--- src/rtl/fft_pkg.sv ---
// fft_pkg -- definitions shared by the FFT front-end blocks.
//   DATA_W_DEF : default signed sample width
//   state_t    : delay-commutator phase (FILL = buffering the first half
//                of a frame, PAIR = emitting butterfly pairs)
//   idx_width  : ceil(log2(n)), never less than 1, for sizing counters
//                and index ports
package fft_pkg;

  localparam int DATA_W_DEF = 8;

  typedef enum logic {
    FILL = 1'b0,
    PAIR = 1'b1
  } state_t;

  // ceil(log2(n)), with a floor of one bit so an index port is never
  // zero width.
  function automatic int idx_width(input int n);
    int w;
    w = 0;
    while ((1 << w) < n) begin
      w = w + 1;
    end
    return (w < 1) ? 1 : w;
  endfunction

endpackage : fft_pkg

--- src/rtl/half_frame_buf.sv ---
// half_frame_buf -- holds the first half of an FFT frame until its partner
// samples arrive.
//   clk   : clock, writes on rising edge
//   we    : write enable
//   waddr : write address (0..DEPTH-1)
//   wdata : sample to store
//   raddr : read address (0..DEPTH-1)
//   rdata : sample at raddr, combinational (asynchronous read)
module half_frame_buf #(
  parameter int DEPTH  = 4,
  parameter int DATA_W = 8,
  parameter int ADDR_W = 2
) (
  input  logic              clk,
  input  logic              we,
  input  logic [ADDR_W-1:0] waddr,
  input  logic [DATA_W-1:0] wdata,
  input  logic [ADDR_W-1:0] raddr,
  output logic [DATA_W-1:0] rdata
);

  logic [DATA_W-1:0] mem [DEPTH];

  // NOTE: the storage array has no reset. Every location is written during
  // FILL before PAIR can read it, so reset would only cost area and keep
  // the array out of RAM/LUT-RAM inference.
  always_ff @(posedge clk) begin
    if (we) begin
      mem[waddr] <= wdata;
    end
  end

  // DEPTH is a power of two equal to 2**ADDR_W, so raddr is always in range.
  assign rdata = mem[raddr];

endmodule : half_frame_buf

--- src/rtl/delay_commutator.sv ---
// delay_commutator -- turns a serial stream x[0]..x[N-1] into radix-2
// butterfly operand pairs (x[k], x[k+N/2]) in ascending k.
//   clk       : clock, all state updates on rising edge
//   rst       : synchronous active-high reset
//   in_valid  : in_data carries a sample this cycle
//   in_data   : signed time-domain sample, frame order
//   out_valid : single-cycle pulse, out_a/out_b/out_index valid
//   out_a     : x[k]       (upper butterfly operand)
//   out_b     : x[k+N/2]   (lower butterfly operand)
//   out_index : twiddle index k
//   out_last  : pulse with the final pair of the frame (k = N/2-1)
// The first half of each frame is parked in half_frame_buf; each sample of
// the second half is paired with its buffered partner and registered out
// one cycle after it is accepted.
module delay_commutator
  import fft_pkg::*;
#(
  parameter int N      = 8,
  parameter int DATA_W = DATA_W_DEF
) (
  input  logic                     clk,
  input  logic                     rst,
  input  logic                     in_valid,
  input  logic signed [DATA_W-1:0] in_data,
  output logic                     out_valid,
  output logic signed [DATA_W-1:0] out_a,
  output logic signed [DATA_W-1:0] out_b,
  output logic [idx_width(N/2)-1:0] out_index,
  output logic                     out_last
);

  localparam int HALF  = N / 2;
  localparam int IDX_W = idx_width(HALF);
  localparam int CNT_W = idx_width(N);

  localparam logic [CNT_W-1:0] LAST_FILL = CNT_W'(HALF - 1);
  localparam logic [CNT_W-1:0] LAST_PAIR = CNT_W'(N - 1);
  localparam logic [IDX_W-1:0] LAST_IDX  = IDX_W'(HALF - 1);

  state_t            state;
  logic [CNT_W-1:0]  cnt;
  logic              accept;
  logic              buf_we;
  logic [IDX_W-1:0]  half_addr;
  logic [DATA_W-1:0] buf_rdata;

  // A sample raised together with rst is not a real sample.
  assign accept = in_valid && !rst;

  // In FILL cnt < N/2, so its low bits are the write address directly. In
  // PAIR cnt >= N/2, and dropping the top bit is exactly cnt - N/2, the
  // partner's address and the twiddle index. One slice serves both.
  assign half_addr = cnt[IDX_W-1:0];
  assign buf_we    = accept && (state == FILL);

  half_frame_buf #(
    .DEPTH  (HALF),
    .DATA_W (DATA_W),
    .ADDR_W (IDX_W)
  ) u_buf (
    .clk   (clk),
    .we    (buf_we),
    .waddr (half_addr),
    .wdata (in_data),
    .raddr (half_addr),
    .rdata (buf_rdata)
  );

  // NOTE: all state below uses non-blocking assignments so every register
  // sees pre-edge values of cnt/state, independent of statement order.
  always_ff @(posedge clk) begin
    if (rst) begin
      state     <= FILL;
      cnt       <= '0;
      out_valid <= 1'b0;
      out_last  <= 1'b0;
      out_a     <= '0;
      out_b     <= '0;
      out_index <= '0;
    end else begin
      // Strobes default low; data outputs keep their last pair.
      out_valid <= 1'b0;
      out_last  <= 1'b0;

      if (in_valid) begin
        // cnt is exactly log2(N) bits, so N-1 wraps to 0 naturally.
        cnt <= cnt + CNT_W'(1);

        case (state)
          FILL: begin
            if (cnt == LAST_FILL) begin
              state <= PAIR;
            end
          end

          PAIR: begin
            // Sample 0 of the next frame is written on a later edge, so
            // overwriting address 0 cannot disturb the pair taken here.
            out_valid <= 1'b1;
            out_a     <= buf_rdata;
            out_b     <= in_data;
            out_index <= half_addr;
            out_last  <= (half_addr == LAST_IDX);
            if (cnt == LAST_PAIR) begin
              state <= FILL;
            end
          end

          default: state <= FILL;
        endcase
      end
    end
  end

endmodule : delay_commutator

--- config.mk ---
export PLATFORM = sky130hd
export DESIGN_NAME = delay_commutator
export DESIGN_NICKNAME = d
export VERILOG_FILES = /design/src/rtl/fft_pkg.sv /design/src/rtl/half_frame_buf.sv /design/src/rtl/delay_commutator.sv
export SDC_FILE = /design/constraint.sdc
export NUM_CORES = 1
export LEC_CHECK = 0
export CAP_MARGIN = 5
export CELL_PAD_IN_SITES_DETAIL_PLACEMENT = 0
export CELL_PAD_IN_SITES_GLOBAL_PLACEMENT = 2
export CORE_UTILIZATION = 30
export CTS_CLUSTER_SIZE = 24
export DETAILED_ROUTE_END_ITERATION = 10
export PLACE_DENSITY_LB_ADDON = 0.1
export SLEW_MARGIN = 20
export SYNTH_ARGS = -nofsm -noshare
export SYNTH_HDL_FRONTEND = slang
export SYNTH_SLANG_ARGS = --single-unit
--- constraint.sdc ---
create_clock -name clk -period 1.8 [get_ports clk]
set_input_delay 0.54 -clock clk [delete_from_list [all_inputs] [get_ports clk]]
set_output_delay 0.54 -clock clk [all_outputs]
set_load 0.005 [all_outputs]
After elaboration in Yosys (flattened, before gate mapping)
Memories as Yosys holds them, arrays and structs flattened. A register that Yosys moved wholly into a read port is not among the register bits.
Cells that the tools add are included.
{"block": "totals", "ramBits": 32, "input_bits": 11, "word_cells": 25, "register_bits": 16, "n_memories": 1}
{"name": "u_buf.mem", "depth": 4, "word_bits": 8, "rd": 1, "rd_ports_with_merged_regs": 1, "wr": 1, "line": "half_frame_buf.sv:22", "source": "logic [DATA_W-1:0] mem [DEPTH];"}
{"block": "classes", "n_reduce_logical": 6, "bitwise": 2, "n_addsub": 1, "n_eq_ne": 3, "muxes": 6}
{"op": "2-to-1 mux 1 bit", "count": 5}
{"op": "adder 3 x 1 -> 3 bit (second input constant)", "count": 1}
{"op": "== test 3 x 2 -> 1 bit (second input constant)", "count": 1}
{"op": "== test 3 bit (second input constant)", "count": 1}
{"op": "OR reduction 3 bit", "count": 1}
{"op": "== test 2 bit (second input constant)", "count": 1}
{"op": "logical AND 1 bit", "count": 2}
{"op": "NOT 1 bit", "count": 2}
{"op": "one-hot mux 1 bit (2 select lines)", "count": 1}
{"op": "AND reduction 2 bit", "count": 1}
{"op": "OR reduction 2 bit", "count": 1}
{"op": "logical NOT 1 bit", "count": 1}

Longest topological paths before layout
{"block": "depth", "word_depth": 5, "ltp_mapped": 6}

Cells and area by module
A second synthesis with hierarchy kept.
{"block": "unflattened", "cells_unflattened": 150, "hier_area_um2": 2343.5}
{"module": "half_frame_buf", "cells_per_inst": 46, "seq_area_each_um2": 960.9, "area_each_um2": 1188.6, "n_inst": 1}
{"module": "delay_commutator", "cells_per_inst": 104, "seq_area_each_um2": 480.5, "area_each_um2": 1154.9, "n_inst": 1}

Worst setup path before layout
OpenSTA, ideal clock, no wires.
{"block": "synth_path", "path_type": "input port to flip-flop", "start": "input in_valid", "end": "memory u_buf.mem[3][0], enable pin", "path_buffers": 1, "setup_time_ns": 0.332, "setup_slack_ns": 0.206, "path_stages": 3, "arrival_ns": 1.262, "cell_sequence": "buf_2 -> nor3b_1 -> and2_1"}
{"block": "synth_via", "elab_chain_len": 4}
{"element": "start, declared", "line": "delay_commutator.sv:23", "source": "input logic in_valid,"}
{"element": "logical AND 1 bit", "line": "delay_commutator.sv:48", "source": "assign accept = in_valid && !rst;"}
{"element": "logical AND 1 bit", "line": "delay_commutator.sv:54", "source": "assign buf_we = accept && (state == FILL);"}
{"element": "2-to-1 mux 1 bit", "line": "half_frame_buf.sv:28", "source": "if (we) begin"}
{"element": "2-to-1 mux 1 bit (implied by the code)", "line": "half_frame_buf.sv:29", "source": "mem[waddr] <= wdata;"}
{"element": "end, declared", "line": "half_frame_buf.sv:22"}
No other way between the ends.

Final worst setup path
{"block": "layout_path", "start": "register out_a[1] (read register of u_buf.mem)", "end": "output out_a[1]"}
{"element": "start, declared", "line": "delay_commutator.sv:26", "source": "output logic signed [DATA_W-1:0] out_a,"}
No word-level cell between the ends.

==> reports/results.ini <==
[setup_path]
worstSetupPathType=flop to primary output
arrival_ns=1.17
crit_family=buffers and inverters
r2r_cells=5
critPathCaptureType=primary output
required_ns=1.26
r2r_setup_slack_ns=0.41
start_kind=flop
cpPeakStageDelay_ns=0.51
r2r_end=u_buf.mem[2][7]
worstPathCellList=clkdlybuf4s50_1
crit_buf_inv=1
worstPathMaxFanout=2
r2r-start=cnt[0]
critical-path-slowest-cell=clkdlybuf4s50_1

[route]
dr_total_vias=1231
drc=0
ant_nets=0
avgRoutedWirePerCell_um=14.41
wirelength_mm=3.905
viasPerCell=4.542
drtIter0Drc=95
dr.pass1.iters=4

[clocking]
clk_latency_ns=0.30
htreeDepth=2
clockRootBuffer=clkbuf_8
postCtsSetupRepairBufs=0
numClockSinks=56
clk_pin_slew_ns=0.09
clock_path_buffers=2
postCtsResizedCells=0
cts_tree=done
hold_buffers=0
cts_buffers=5

[yosys]
yosysTopAreaCell=edfxtp_1
synth_edf_count=32
avgSynthCellArea_um2=13.71
netlist-cell-type-count=19
synthCells=151
synth_top_area_frac=0.4643
synth_most_common_cell=nand2_1
ys.flop_type=edfxtp_1
ys_seq_area_frac=0.6965
synth_area_um2=2069
synthTopCellsByCount=39 x nand2_1, 32 x edfxtp_1, 24 x dfxtp_1
yosysWarnings=0
yosys-top-cells-area=edfxtp_1 46%, dfxtp_1 23%, mux4_2 7.6%, nand2_1 7.1%, a21oi_1 4.8%
ys_ff_latch=56
synthesis.nets=166
async_flop_share=0

[die]
core_region_area_um2=6495
die_h_um=85.06
die_w_um=85.06
dieArea_um2=7234
rows=29
pin_count=31
initial_core_util=0.3186

[final_layout]
drive_gt1_frac=0.1392
area_growth_pct=27.63
stdcell_count=271
n_antenna_cell=0
nNetsFinal=208

[pwr]
ir_drop_v=0.0003043
comb_power_share=0.080
p_int_mw=1.745
seqPwrFrac=0.629
swShare=0.2101
powerDensity_nw_per_um2=836.5
switchingPower_uw=464.2
clockPowerShare=0.292
leakage_nw=0.8653

[grt]
grt_max_degree=24
grt_pass1_wl_mm=6.306
grt_pass1_vias=1186
antenna_found_initial=0
grt_remaining_overflow=0
grt_util_all_layers=0.1209

[timing]
relSlewSlack=0.8164
report.final.slew_viol_count=0
layout_min_cycle_time_ns=1.710
setup_viol=0
rsz0062_at_grt=false
worst_pin_slew_ns=0.2751
finalHoldViolCount=0
fin_hold_ws_ns=0.4559
skew_ns=0.004687
finalCritPeriodShare=0.9497
fmax_mhz=585.0

[hold_path]
hold_end=cnt[2]
hold_depth=2
hold_class=flop to flop
min_from=cnt[2]

[placement]
place_congestion=0.7449
dp_cells=263
dpl.hpwl_mm=2.768
portBuffers=30

[run]
drv_cap=0

[status]
status=finished clean

## layout by cell type (no fill, tap or decap), drive strengths merged
cell / netlist / routed
and2: 6 / 6
nand2: 40 / 40
xnor2: 1 / 1
mux4: 8 / 8
or2: 1 / 1
inv: 2 / 2
clkbuf: 2 / 7
dfxtp: 24 / 24
buf: 6 / 13
clkdlybuf4s50: 0 / 30
a21oi: 20 / 20
clkinv: 0 / 1
nor2: 3 / 3
ha: 4 / 4
mux2i: 1 / 1
nor3b: 1 / 1
edfxtp: 32 / 32
## layout make-up
cell class / count / area [um2]
tap: 77 / 96.34
multi-input combinational: 85 / 568.0
fill: 608 / 3854
inverter: 2 / 7.507
clock inverter: 1 / 3.754
sequential: 56 / 1441
timing repair buffer: 43 / 447.9
clock buffer: 7 / 76.32
## worst max path at each step
| stage | from | slack (ns) | depth (start not counted) | endpoint |
|---|---|---|---|---|
| 6_report | out_a[1] | 0.09 | 1 | out_a[1] |
| 5_1_grt | out_b[7] | 0.03 | 1 | out_b[7] |
| 4_1_cts | out_a[1] | 0.07 | 1 | out_a[1] |
| 3_5_place_dp | in_valid | -0.19 | 5 | u_buf.mem[2][4] |
| 3_3_place_gp | in_valid | -0.18 | 5 | u_buf.mem[2][6] |
| 2_1_floorplan | in_valid | 0.21 | 3 | u_buf.mem[3][0] |
## logic make-up (layout without fill, tap and decap cells)
logic type | Yosys count | in the layout | synth area share
mux | 9 | 9 | 0.09371
flops | 56 | 56 | 0.6965
simple gates | 51 | 51 | 0.1040
xor+xnor | 1 | 1 | 0.004233
buf+inv | 10 | 53 | 0.02902
fa+ha+maj | 4 | 4 | 0.02418
compound gates | 20 | 20 | 0.04837
## power by group through the flow
stage          combinational [mW]  clock (mW)  sequential [mW]
2_1_floorplan              0.0968           0             1.42
6_report                    0.176       0.645             1.39
4_1_cts                     0.181       0.682             1.39
3_5_place_dp                0.181           0             1.42
3_3_place_gp                0.178           0             1.42
5_1_grt                     0.194       0.750             1.39
## stage by stage
| step | utilization | TNS [ns] | power, mW | cell area, um2 | setup WS, ns |
|---|---|---|---|---|---|
| 6_report | 0.4067 | 0 | 2.209 | 2641 | 0.09049 |
| 3_3_place_gp | 0.3943 | -5.679 | 1.596 | 2561 | -0.1798 |
| 4_1_cts | 0.4067 | 0 | 2.253 | 2641 | 0.06856 |
| 2_1_floorplan | - | 0 | 1.514 | 2069 | 0.2061 |
| 3_5_place_dp | 0.3943 | -5.815 | 1.600 | 2561 | -0.1915 |
| 5_1_grt | 0.4067 | 0 | 2.337 | 2641 | 0.02799 |
## routing by layer
metal | track usage | vias up | share of wire
li1 | - | 609 | -
met1 | 0.1494 | 588 | 0.46
met2 | 0.1921 | 29 | 0.47
met3 | 0.04086 | 5 | 0.046
met4 | 0.05547 | 0 | 0.019
met5 | 0 | - | 0
## sequential cells by signal, indices dropped and copies added (netlist names), named ones only
register and cells:
out_last 1, u_buf.mem 32, out_valid 1, out_b 8
out_a 8, cnt 3, out_index 2
(Power assumes the default switching activity.)
